`src/rtl/pipeline_pkg.sv`:
```
// Shared pipeline definitions for the IF stage.
// Contents: datapath width, instruction size, the canonical NOP word
// (addi x0,x0,0) and the fetch state encoding.
package pipeline_pkg;

  localparam int XLEN        = 32;
  localparam int INSTR_BYTES = 4;

  localparam logic [XLEN-1:0] NOP_INSTR = 32'h0000_0013;

  typedef enum logic [1:0] {
    S_REQ  = 2'd0,
    S_WAIT = 2'd1,
    S_HOLD = 2'd2
  } fetch_state_t;

endpackage

```
`src/rtl/pc_next_sel.sv`:
```
// Next-PC selection for the fetch unit.
// The priority order is: redirect, then advance by one instruction, then hold.
// Optional build macro MISALIGN_TRAP_EN: a redirect to a target that is not
// word aligned loads TRAP_VEC instead and raises misalign_o.
// Ports:
//   pc_i        current fetch PC
//   pc_plus4_i  current fetch PC + 4
//   redirect_i  taken branch/jump from EX
//   target_i    redirect target from EX
//   advance_i   the buffered word leaves this cycle, so step to the next PC
//   pc_next_o   PC to load at the next edge
//   misalign_o  (MISALIGN_TRAP_EN only) the redirect target was misaligned
module pc_next_sel
  import pipeline_pkg::*;
(
  input  logic [XLEN-1:0] pc_i,
  input  logic [XLEN-1:0] pc_plus4_i,
  input  logic            redirect_i,
  input  logic [XLEN-1:0] target_i,
  input  logic            advance_i,
  output logic [XLEN-1:0] pc_next_o
`ifdef MISALIGN_TRAP_EN
  ,
  output logic            misalign_o
`endif
);

`ifdef MISALIGN_TRAP_EN
  parameter logic [XLEN-1:0] TRAP_VEC = 32'h0000_0004;
`endif

  // Instruction fetches are always word aligned, so the low bits of a target are dropped.
  localparam logic [XLEN-1:0] ALIGN_MASK = ~(XLEN'(INSTR_BYTES - 1));

  always_comb begin
    pc_next_o = pc_i;
`ifdef MISALIGN_TRAP_EN
    misalign_o = 1'b0;
`endif
    if (redirect_i) begin
`ifdef MISALIGN_TRAP_EN
      if (target_i[1:0] != 2'b00) begin
        misalign_o = 1'b1;
        pc_next_o  = TRAP_VEC;
      end else begin
        pc_next_o  = target_i & ALIGN_MASK;
      end
`else
      pc_next_o = target_i & ALIGN_MASK;
`endif
    end else if (advance_i) begin
      pc_next_o = pc_plus4_i;
    end
  end

endmodule

```
`src/rtl/fetch_unit.sv`:
```
// IF-stage fetch unit. It owns PCF, keeps at most one instruction-memory
// request outstanding and buffers the returned word. The buffered word is
// presented to IF/ID, and a NOP is presented while no valid word is held.
// Optional build macro MISALIGN_TRAP_EN: misaligned redirects go to TRAP_VEC
// and pulse MisalignF for one cycle.
// Ports:
//   clk, reset                 clock and asynchronous active-high reset
//   StallF                     hazard unit: hold the buffered word and PC
//   PCSrcE, PCTargetE          EX redirect and its target
//   imem_req, imem_addr        request to instruction memory (address = PCF)
//   imem_gnt                   memory accepts the request this cycle
//   imem_rvalid, imem_rdata    memory response
//   PCF, PCPlus4F, InstrF      values for IF/ID
//   InstrValidF, FetchBusyF    InstrF holds a real word / its inverse
//   MisalignF                  (MISALIGN_TRAP_EN only) misaligned-redirect pulse
module fetch_unit
  import pipeline_pkg::*;
#(
  parameter logic [XLEN-1:0] RESET_PC  = 32'h0000_0000,
  parameter logic [XLEN-1:0] NOP_INSTR = pipeline_pkg::NOP_INSTR
`ifdef MISALIGN_TRAP_EN
  ,
  parameter logic [XLEN-1:0] TRAP_VEC  = 32'h0000_0004
`endif
) (
  input  logic            clk,
  input  logic            reset,
  input  logic            StallF,
  input  logic            PCSrcE,
  input  logic [XLEN-1:0] PCTargetE,
  output logic            imem_req,
  output logic [XLEN-1:0] imem_addr,
  input  logic            imem_gnt,
  input  logic            imem_rvalid,
  input  logic [XLEN-1:0] imem_rdata,
  output logic [XLEN-1:0] PCF,
  output logic [XLEN-1:0] PCPlus4F,
  output logic [XLEN-1:0] InstrF,
  output logic            InstrValidF,
  output logic            FetchBusyF
`ifdef MISALIGN_TRAP_EN
  ,
  output logic            MisalignF
`endif
);

  fetch_state_t    state_q, state_d;
  logic            drop_q, drop_d;
  logic            buf_valid_q, buf_valid_d;
  logic [XLEN-1:0] buffer_q, buffer_d;
  logic [XLEN-1:0] pcf_q, pcf_d;
  logic            req;
  logic            advance;
`ifdef MISALIGN_TRAP_EN
  logic            misalign_q, misalign_d;
`endif

  // While a stale response is still owed, a new request is held back so
  // that only one transaction is ever outstanding.
  assign req         = (state_q == S_REQ) && !drop_q;
  assign advance     = (state_q == S_HOLD) && !StallF;

  assign imem_req    = req;
  assign imem_addr   = pcf_q;
  assign PCF         = pcf_q;
  assign PCPlus4F    = pcf_q + XLEN'(INSTR_BYTES);
  assign InstrF      = buf_valid_q ? buffer_q : NOP_INSTR;
  assign InstrValidF = buf_valid_q;
  assign FetchBusyF  = !buf_valid_q;

`ifdef MISALIGN_TRAP_EN
  assign MisalignF = misalign_q;

  pc_next_sel #(.TRAP_VEC(TRAP_VEC)) u_pc_next_sel (
    .pc_i       (pcf_q),
    .pc_plus4_i (PCPlus4F),
    .redirect_i (PCSrcE),
    .target_i   (PCTargetE),
    .advance_i  (advance),
    .pc_next_o  (pcf_d),
    .misalign_o (misalign_d)
  );
`else
  pc_next_sel u_pc_next_sel (
    .pc_i       (pcf_q),
    .pc_plus4_i (PCPlus4F),
    .redirect_i (PCSrcE),
    .target_i   (PCTargetE),
    .advance_i  (advance),
    .pc_next_o  (pcf_d)
  );
`endif

  // Request / wait / hold sequencing. A redirect overrides everything, and it
  // remembers whether a response is still owed for the abandoned request.
  always_comb begin
    state_d     = state_q;
    drop_d      = drop_q;
    buf_valid_d = buf_valid_q;
    buffer_d    = buffer_q;

    case (state_q)
      S_REQ: begin
        if (drop_q) begin
          if (imem_rvalid) drop_d = 1'b0;
        end else if (imem_gnt) begin
          state_d = S_WAIT;
        end
      end
      S_WAIT: begin
        if (imem_rvalid) begin
          if (drop_q) begin
            drop_d  = 1'b0;
            state_d = S_REQ;
          end else begin
            buffer_d    = imem_rdata;
            buf_valid_d = 1'b1;
            state_d     = S_HOLD;
          end
        end
      end
      S_HOLD: begin
        if (!StallF) begin
          buf_valid_d = 1'b0;
          state_d     = S_REQ;
        end
      end
      default: state_d = S_REQ;
    endcase

    if (PCSrcE) begin
      state_d     = S_REQ;
      buf_valid_d = 1'b0;
      buffer_d    = buffer_q;
      drop_d      = ((state_q == S_WAIT) && !imem_rvalid)
                 || (req && imem_gnt)
                 || ((state_q == S_REQ) && drop_q && !imem_rvalid);
    end
  end

  always_ff @(posedge clk or posedge reset) begin
    if (reset) begin
      state_q     <= S_REQ;
      drop_q      <= 1'b0;
      buf_valid_q <= 1'b0;
      buffer_q    <= NOP_INSTR;
      pcf_q       <= RESET_PC;
    end else begin
      state_q     <= state_d;
      drop_q      <= drop_d;
      buf_valid_q <= buf_valid_d;
      buffer_q    <= buffer_d;
      pcf_q       <= pcf_d;
    end
  end

`ifdef MISALIGN_TRAP_EN
  always_ff @(posedge clk or posedge reset) begin
    if (reset) misalign_q <= 1'b0;
    else       misalign_q <= misalign_d;
  end
`endif

endmodule

```
`config.mk`:
```
export PLATFORM = sky130hd
export DESIGN_NAME = fetch_unit
export DESIGN_NICKNAME = d
export VERILOG_FILES = /design/src/rtl/pipeline_pkg.sv /design/src/rtl/pc_next_sel.sv /design/src/rtl/fetch_unit.sv
export SDC_FILE = /design/constraint.sdc
export NUM_CORES = 1
export LEC_CHECK = 0
export BUFFER_PORTS_ARGS = -buffer_cell sky130_fd_sc_hd__buf_2
export CAP_MARGIN = 20
export CORE_MARGIN = 2
export CORE_UTILIZATION = 46
export CTS_BUF_LIST = sky130_fd_sc_hd__clkbuf_8 sky130_fd_sc_hd__clkbuf_16
export DETAILED_ROUTE_END_ITERATION = 12
export GPL_TIMING_DRIVEN = 1
export MAX_ROUTING_LAYER = met4
export PLACE_DENSITY = 0.8
export SETUP_SLACK_MARGIN = 0.02
export SYNTH_ARGS = -nofsm -noshare
export SYNTH_HDL_FRONTEND = slang
export SYNTH_HIERARCHICAL = 1
export SYNTH_SLANG_ARGS = --single-unit
export TNS_END_PERCENT = 20
```
`constraint.sdc`:
```
create_clock -name clk -period 2.27 [get_ports clk]
set_input_delay 0.227 -clock clk [delete_from_list [all_inputs] [get_ports clk]]
set_output_delay 0.227 -clock clk [all_outputs]
set_load 0.005 [all_outputs]
```
==> results of run 1 <==
flip-flops by register name, summed over array words and instances (netlist names):
signal	flops
buffer_q	32
InstrValidF	1
drop_q	1
state_q	2
PCF	32
power by group through the flow:
stage / combinational, mW / sequential [mW] / clock [mW]
final: 0.877 / 1.77 / 1.05
after global routing: 0.964 / 1.81 / 1.14
after CTS: 0.870 / 1.77 / 1.09
after detailed placement: 0.855 / 1.80 / 0
after global placement: 0.820 / 1.76 / 0
after floorplan: 0.578 / 1.74 / 0
how the worst max path moves through the flow:
stage               startpoint      endpoint  slack, ns
global route            PCF[4]  PCPlus4F[27]      -0.04
floorplan                reset   InstrValidF       0.34
CTS                     PCF[7]  PCPlus4F[29]       0.01
finish                  PCF[6]  PCPlus4F[29]       0.12
global placement        PCF[2]  PCPlus4F[30]       0.31
detailed placement      PCF[2]  PCPlus4F[22]       0.28
cell type report:
type | count | area [um2] | area share
sequential | 68 | 1720 | 0.328
clock inverter | 7 | 81.3 | 0.0155
tap | 108 | 135 | 0.0258
inverter | 7 | 26.3 | 0.00501
multi-input combinational | 257 | 1980 | 0.378
clock buffer | 9 | 124 | 0.0236
timing repair buffer | 220 | 1180 | 0.225
synthesized netlist by cell type, types with 7 or more instances:
| master | count |
|---|---|
| inv_1 | 7 |
| mux2_2 | 32 |
| buf_4 | 38 |
| xor2_1 | 19 |
| nand3_1 | 8 |
| nor2_1 | 11 |
| mux2i_1 | 32 |
| o21ai_1 | 27 |
| xnor2_1 | 9 |
| and2_1 | 30 |
| dfrtp_1 | 65 |
| nand2_1 | 38 |
metal layers:
| metal | track usage | vias up | share of wire | routed length, um |
|---|---|---|---|---|
| met5 | - | - | 0 | 0 |
| met4 | 0.0556 | 0 | 0.010 | 100 |
| met3 | 0.0387 | 6 | 0.041 | 405 |
| met2 | 0.364 | 100 | 0.53 | 5250 |
| met1 | 0.252 | 1601 | 0.42 | 4200 |
| li1 | - | 1634 | - | - |
what timing repair did:
action	CTS	global route
endpoints found under the hold margin	26	0
gates resized for setup	8	21
endpoints found under the setup margin	15	18
pin swaps	1	6
hold buffers	1	0
cloned	1	0
setup buffers	2	4
worst max-delay path, delay by kind of cell, from the launching register on:
family	cells	cell delay [ns]
xor+xnor	1	0.23
buf+inv	2	0.28
flops	1	0.36
simple gates	3	0.72
kinds of logic after synthesis:
logic type	synth area share
mux	0.168
compound gates	0.0449
xor+xnor	0.0606
buf+inv	0.112
flops	0.422
fa+ha+maj	0.00309
simple gates	0.189
per-stage QoR:
stage	setup TNS (ns)	util	hold slack [ns]
5_1_grt	-0.0429	0.608	0.0829
3_5_place_dp	0	0.564	0.363
4_1_cts	0	0.596	0.0737
3_3_place_gp	0	0.564	0.339
2_1_floorplan	0	-	0.290
6_report	0	0.608	0.0980
==> impl_metrics.json, run 1 <==
{
  "port_buffers": 198,
  "cp_cell_sequence": "and4_4 > buf_6 > nand4_4 > nor4_4 > xor2_1 > buf_2",
  "worstPathRequired_ns": 2.04,
  "grt_pass1_wl_mm": 15.9,
  "status": "complete, no violations",
  "hold_depth": 3,
  "final_cells": 676,
  "coreArea_um2": 8640,
  "postRouteAntennaNets": 0,
  "rsz0062_at_grt": "yes",
  "ys_types": 39,
  "placed_area_um2": 4870,
  "syn_inst": 386,
  "fin_crit_sh": 0.947,
  "layout_commonest_cell": "buf_2",
  "crit_path_start_kind": "flip-flop",
  "track_usage": 0.210,
  "slew_headroom": 0.467,
  "synthesis.nets": 457,
  "switching_share": 0.300,
  "hold_end": "PCF[16]",
  "dp.cells": 652,
  "drt_iter0_drc": 67,
  "timing.max_cap.violations": 0,
  "irDropWorstVdd_mv": 0.473,
  "globalRouteOverflowTotal": 0,
  "grt_pass1_vias": 3363,
  "r2r_cells": 8,
  "ys_warn_count": 6,
  "combPwrFrac": 0.237,
  "endpoint_kind": "output port",
  "ios": 201,
  "diodes": 0,
  "synth_top_area_cell": "dfrtp_1",
  "reg2reg_to": "PCF[27]",
  "grt_antenna_before_repair": 0,
  "num-fill-cells": 762,
  "h-tree-depth": 3,
  "powerDensity_nw_per_um2": 706,
  "tightest_slew_ns": 0.799,
  "synth.avg_cell_area_um2": 10.5,
  "synth_ff_type": "dfrtp_1",
  "syn-cell-area_um2": 4040,
  "seq_power_share": 0.479,
  "power.leakage_nw": 2.63,
  "cts_sinks": 68,
  "post-route-cell-area_um2": 5250,
  "final_net_count": 634,
  "start_util": 0.468,
  "avgRoutedWirePerCell_um": 14.7,
  "critical_path_class": "flip-flop to output port",
  "insertion_delay_ns": 0.34,
  "vias": 3341,
  "via_per_inst": 4.94,
  "yosysSeqAreaShare": 0.422,
  "clk_pin_slew_ns": 0.09,
  "first_pass_iters": 4,
  "place.detailed.hpwl_mm": 7.22,
  "r2r-start": "PCF[6]",
  "setup_slack_ns": 0.120,
  "ys_ff_latch": 68,
  "worstPathMaxFanout": 5,
  "die_w_um": 97.8,
  "routed_wl_mm": 9.95,
  "root_buffer": "clkbuf_8",
  "pre_cts_slack_ns": 0.278,
  "routabilityCongestion": 0.804,
  "switchingPower_mw": 1.11,
  "setup-violations-final": 0,
  "async_flop_share": 1.00,
  "total_power_mw": 3.70,
  "cp.arrival_ns": 1.92,
  "synth-edff-count": 0,
  "numCtsBuffers": 9,
  "die_h_um": 97.8,
  "cts_tree": "yes",
  "fmax_ghz": 0.465,
  "grt_max_degree": 68,
  "dieArea_um2": 9560,
  "worst_clock_skew_ns": 0.0153,
  "final_cell_mix": "buf_2 (198), dfrtp_1 (54), nand2_1 (38)",
  "pwr-share-clk": 0.284,
  "reg2reg_slack_ns": 0.45,
  "fin_crit_ns": 2.15,
  "hold_viol_final": 0,
  "hold_path_class": "input pin to flip-flop",
  "maxSlewViolCount": 0,
  "yosysTopAreaCellShare": 0.402,
  "cellInternalPower_mw": 2.59,
  "rows": 34,
  "syn_to_final_growth_pct": 29.8,
  "slowest_stage": "dfrtp_1",
  "route.detailed.drc": 0,
  "drive_gt1_frac": 0.542,
  "netlist_top_cells_area": "dfrtp_1 (40%), mux2_2 (8.9%), mux2i_1 (7.9%)",
  "hold_start": "PCTargetE[16]",
  "cts_buffer_depth": 2,
  "critPathMaxStageDelay_ns": 0.36
}
No activity file was read; power rests on OpenSTA's default activity.
==> run 2: changes to the inputs <==
--- a/config.mk
+++ b/config.mk
@@ -11,8 +11,8 @@
 export CORE_UTILIZATION = 46
 export CTS_BUF_LIST = sky130_fd_sc_hd__clkbuf_8 sky130_fd_sc_hd__clkbuf_16
 export DETAILED_ROUTE_END_ITERATION = 12
+export GPL_ROUTABILITY_DRIVEN = 1
 export GPL_TIMING_DRIVEN = 1
-export MAX_ROUTING_LAYER = met4
 export PLACE_DENSITY = 0.8
 export SETUP_SLACK_MARGIN = 0.02
 export SYNTH_ARGS = -nofsm -noshare
==> run 2 against run 1 <==
Largest power group unchanged. Clock skew barely moved. Wire length rose by 0.26%. Clock power barely moved. Flip-flop and latch count did not move. First-iteration DRC count rose by 1.5%. Critical path depth did not move. Utilization barely moved. Non-clock buffer count did not move.
==> impl_metrics.json, run 2 (same netlist as run 1, synthesis figures left out) <==
{
  "status": "complete, no violations",
  "via_per_inst": 4.95,
  "dp.cells": 652,
  "cts_tree": "yes",
  "worstPathRequired_ns": 2.04,
  "fmax_ghz": 0.465,
  "cp_cell_sequence": "and4_4 > buf_6 > nand4_4 > nor4_4 > xor2_1 > buf_2",
  "postRouteAntennaNets": 0,
  "switchingPower_mw": 1.11,
  "cp.arrival_ns": 1.92,
  "num-fill-cells": 762,
  "hold_path_class": "input pin to flip-flop",
  "final_net_count": 634,
  "layout_commonest_cell": "buf_2",
  "pre_cts_slack_ns": 0.278,
  "root_buffer": "clkbuf_8",
  "dieArea_um2": 9560,
  "route.detailed.drc": 0,
  "final_cell_mix": "buf_2 (198), dfrtp_1 (54), nand2_1 (38)",
  "coreArea_um2": 8640,
  "place.detailed.hpwl_mm": 7.22,
  "grt_max_degree": 68,
  "cts_sinks": 68,
  "routed_wl_mm": 9.98,
  "numCtsBuffers": 9,
  "irDropWorstVdd_mv": 0.472,
  "vias": 3343,
  "endpoint_kind": "output port",
  "fin_crit_sh": 0.948,
  "die_h_um": 97.8,
  "rows": 34,
  "power.leakage_nw": 2.63,
  "placed_area_um2": 4870,
  "globalRouteOverflowTotal": 0,
  "drt_iter0_drc": 68,
  "ios": 201,
  "final_cells": 676,
  "maxSlewViolCount": 0,
  "clk_pin_slew_ns": 0.09,
  "critical_path_class": "flip-flop to output port",
  "cts_buffer_depth": 2,
  "grt_pass1_vias": 3370,
  "h-tree-depth": 3,
  "start_util": 0.468,
  "tightest_slew_ns": 0.792,
  "holdWs_ns": 0.0985,
  "drive_gt1_frac": 0.542,
  "worst_clock_skew_ns": 0.0152,
  "slowest_stage": "dfrtp_1",
  "slew_headroom": 0.472,
  "insertion_delay_ns": 0.34,
  "timing.max_cap.violations": 0,
  "syn_to_final_growth_pct": 29.7,
  "first_pass_iters": 4,
  "grt_antenna_before_repair": 0,
  "critPathMaxStageDelay_ns": 0.36,
  "setup_slack_ns": 0.118,
  "setup-violations-final": 0,
  "pwr-share-clk": 0.285,
  "powerDensity_nw_per_um2": 706,
  "post-route-cell-area_um2": 5250,
  "setup_tns_ns": 0,
  "total_power_mw": 3.70,
  "diodes": 0,
  "crit_path_start_kind": "flip-flop",
  "rsz0062_at_grt": "yes",
  "combPwrFrac": 0.237,
  "worstPathMaxFanout": 5,
  "final_util": 0.608,
  "fin_crit_ns": 2.15,
  "seq_power_share": 0.479,
  "port_buffers": 198,
  "routabilityCongestion": 0.793,
  "avgRoutedWirePerCell_um": 14.8,
  "switching_share": 0.300,
  "hold_viol_final": 0,
  "die_w_um": 97.8,
  "track_usage": 0.203,
  "cellInternalPower_mw": 2.59,
  "grt_pass1_wl_mm": 15.9
}
run 2: cell counts in the layout (fill, tap and decap cells not counted):
No cell type changed its count.
run 2: area by class of cell:
type                            instances  area, um2  share of cell area
Tap cell                              108        135              0.0258
Clock buffer                            9        124              0.0236
Multi-Input combinational cell        257       1980               0.378
Clock inverter                          7       81.3              0.0155
Sequential cell                        68       1720               0.328
Inverter                                7       26.3             0.00501
Timing Repair Buffer                  220       1180               0.225
run 2: power by group through the flow:
stage / clock network (mW) / logic [mW] / registers, mW
5_1_grt: 1.13 / 0.963 / 1.81
6_report: 1.05 / 0.876 / 1.77
3_3_place_gp: 0 / 0.820 / 1.76
4_1_cts: 1.09 / 0.870 / 1.77
2_1_floorplan: 0 / 0.578 / 1.74
3_5_place_dp: 0 / 0.855 / 1.80
run 2: critical path: cells and delay by family, from the launching register on:
kind                   cells  cell delay, ns
AND/OR/NAND/NOR            3            0.72
flip-flops                 1            0.36
buffers and inverters      2            0.28
XOR/XNOR                   1            0.23
run 2: routing by layer:
metal  vias to the layer above  part of all wire  track usage
li1                       1635                 -            -
met1                      1601              0.42        0.250
met2                       101              0.53        0.363
met3                         6             0.042       0.0408
met4                         0             0.010       0.0556
met5                         -                 0            0
run 2: final timing paths:
kind                            slack, ns  cells after the start      endpoint           from
max in group asynchronous            1.04                      4   buffer_q[4]          reset
worst min register to register       0.50                      1   buffer_q[8]    buffer_q[8]
worst max-delay path                 0.12                      6  PCPlus4F[29]         PCF[6]
worst max register to register       0.45                      8       PCF[27]         PCF[6]
worst min-delay path                  0.1                      3       PCF[16]  PCTargetE[16]
min in group asynchronous            0.51                      3       PCF[24]          reset
run 2: repair_timing:
item                                    4_1_cts  5_1_grt
gates resized for setup                       8       20
hold endpoints to repair                     26        0
pin swaps                                     1        6
setup buffers                                 2        4
cloned                                        1        0
endpoints found under the setup margin       15       18
hold buffers                                  1        0
==> run 3: changes to the inputs <==
--- a/config.mk
+++ b/config.mk
@@ -7,13 +7,15 @@
 export LEC_CHECK = 0
 export BUFFER_PORTS_ARGS = -buffer_cell sky130_fd_sc_hd__buf_2
 export CAP_MARGIN = 20
+export CELL_PAD_IN_SITES_DETAIL_PLACEMENT = 0
+export CELL_PAD_IN_SITES_GLOBAL_PLACEMENT = 2
 export CORE_MARGIN = 2
-export CORE_UTILIZATION = 46
+export CORE_UTILIZATION = 27
 export CTS_BUF_LIST = sky130_fd_sc_hd__clkbuf_8 sky130_fd_sc_hd__clkbuf_16
 export DETAILED_ROUTE_END_ITERATION = 12
 export GPL_ROUTABILITY_DRIVEN = 1
 export GPL_TIMING_DRIVEN = 1
-export PLACE_DENSITY = 0.8
+export PLACE_DENSITY_LB_ADDON = 0.1
 export SETUP_SLACK_MARGIN = 0.02
 export SYNTH_ARGS = -nofsm -noshare
 export SYNTH_HDL_FRONTEND = slang
==> run 3 against run 2 <==
Total power rose by 13%. Final cell count increased by 12%. Wire length increased by 14%. Sequential power is essentially flat. Largest power group unchanged. Worst hold slack is essentially flat. Maximum frequency about the same. Critical path depth unchanged. Critical endpoint is now PCPlus4F[31]. Clock-buffer cell count unchanged. Critical path type unchanged.
==> impl_metrics.json, run 3 (same netlist as run 1, synthesis figures left out) <==
{
  "grt_antenna_before_repair": 0,
  "avgRoutedWirePerCell_um": 15.0,
  "worst_clock_skew_ns": 0.00587,
  "cts_sinks": 68,
  "worstPathMaxFanout": 5,
  "powerDensity_nw_per_um2": 754,
  "first_pass_iters": 4,
  "grt_pass1_vias": 3352,
  "root_buffer": "clkbuf_16",
  "rows": 44,
  "via_per_inst": 4.44,
  "status": "complete, no violations",
  "cts_buffer_depth": 2,
  "drive_gt1_frac": 0.548,
  "slew_headroom": 0.687,
  "dieArea_um2": 16000,
  "tightest_slew_ns": 0.469,
  "fin_crit_ns": 2.15,
  "route.detailed.drc": 0,
  "diodes": 0,
  "insertion_delay_ns": 0.34,
  "numCtsBuffers": 9,
  "clk_pin_slew_ns": 0.06,
  "grt_max_degree": 37,
  "reg2reg_to": "PCF[27]",
  "fmax_ghz": 0.465,
  "die_h_um": 126,
  "setup_tns_ns": 0,
  "place.detailed.hpwl_mm": 8.20,
  "startpoint": "PCF[12]",
  "coreArea_um2": 14600,
  "hold_path_class": "input pin to flip-flop",
  "endpoint_kind": "output port",
  "final_cell_mix": "buf_2 (198), dfrtp_1 (55), nand2_1 (38)",
  "grt_pass1_wl_mm": 17.9,
  "start_util": 0.277,
  "hold_viol_final": 0,
  "vias": 3360,
  "final_cells": 757,
  "die_w_um": 126,
  "holdWs_ns": 0.0981,
  "ios": 201,
  "layout_commonest_cell": "buf_2",
  "power.leakage_nw": 2.70,
  "num-fill-cells": 1499,
  "reg2reg_slack_ns": 0.51,
  "fin_crit_sh": 0.948,
  "r2r-start": "PCF[6]",
  "rsz0062_at_grt": "yes",
  "track_usage": 0.143,
  "port_buffers": 198,
  "endpoint": "PCPlus4F[31]",
  "syn_to_final_growth_pct": 36.6,
  "postRouteAntennaNets": 0,
  "total_power_mw": 4.17,
  "maxSlewViolCount": 0,
  "cts_tree": "yes",
  "worstPathRequired_ns": 2.04,
  "cp.arrival_ns": 1.92,
  "h-tree-depth": 3,
  "critical_path_class": "flip-flop to output port",
  "irDropWorstVdd_mv": 0.374,
  "routabilityCongestion": 0.694,
  "setup-violations-final": 0,
  "globalRouteOverflowTotal": 0,
  "routed_wl_mm": 11.4,
  "r2r_cells": 8,
  "drt_iter0_drc": 96,
  "timing.max_cap.violations": 0,
  "dp.cells": 733,
  "crit_path_start_kind": "flip-flop",
  "final_net_count": 639
}
[run 3: changes by cell type in the layout (fill, tap and decap cells not counted), sizes merged]
cell    delta
inv        -2
bufinv     +1
clkinv     +1
buf        +5
[run 3: power breakdown]
group	switching, mW	internal (mW)
Clock	0.565	0.960
Sequential	0.196	1.56
Combinational	0.372	0.511
Total	1.13	3.03
[run 3: how the worst min path moves through the flow]
stage / from / endpoint / cells past startpoint
final: PCTargetE[13] / PCF[13] / 3
after global placement: reset / buffer_q[21] / 2
after detailed placement: reset / buffer_q[21] / 2
after floorplan: PCSrcE / state_q[1] / 1
after CTS: PCTargetE[13] / PCF[13] / 3
after global routing: PCTargetE[13] / PCF[13] / 3
[run 3: metal layers]
layer	routed length (um)	GRT usage	share of wire	vias up
li1	-	-	-	1647
met1	4990	0.181	0.44	1588
met2	5410	0.231	0.48	118
met3	856	0.0565	0.075	7
met4	97	0.0330	0.0085	0
met5	0	0	0	-
[run 3: area by class of cell]
cell class	instances	area (um2)	area share
flip-flops and latches	68	1720	0.311
repair buffers	225	1240	0.225
inverters	7	26.3	0.00476
clock inverters	7	93.8	0.0170
clock buffers	9	225	0.0408
multi-input cells	257	1990	0.360
well taps	184	230	0.0417
[run 3: per-stage QoR]
stage                     utilization  instance area, um2  worst slack (ns)
after global placement          0.344                5020             0.278
after detailed placement        0.344                5020             0.263
after CTS                       0.373                5440           -0.0239
after floorplan                     -                4040             0.336
after global routing            0.379                5530           0.00768
final                           0.379                5530             0.119
[run 3: timing repair]
| action | in CTS | in global routing |
|---|---|---|
| hold buffers | 1 | 0 |
| endpoints found under the setup margin | 18 | 18 |
| hold endpoints to repair | 18 | 0 |
| pin swaps | 4 | 11 |
| resized for setup | 11 | 18 |
| gates cloned | 1 | 0 |
| buffers inserted | 2 | 4 |
[run 3: worst max-delay path: stages, from the launching register on]
cell and delay [ns]:
dfrtp_1 0.41, and3_4 0.23, buf_4 0.12, nand4_1 0.10, nor4_2 0.35, xor2_1 0.21
buf_2 0.15
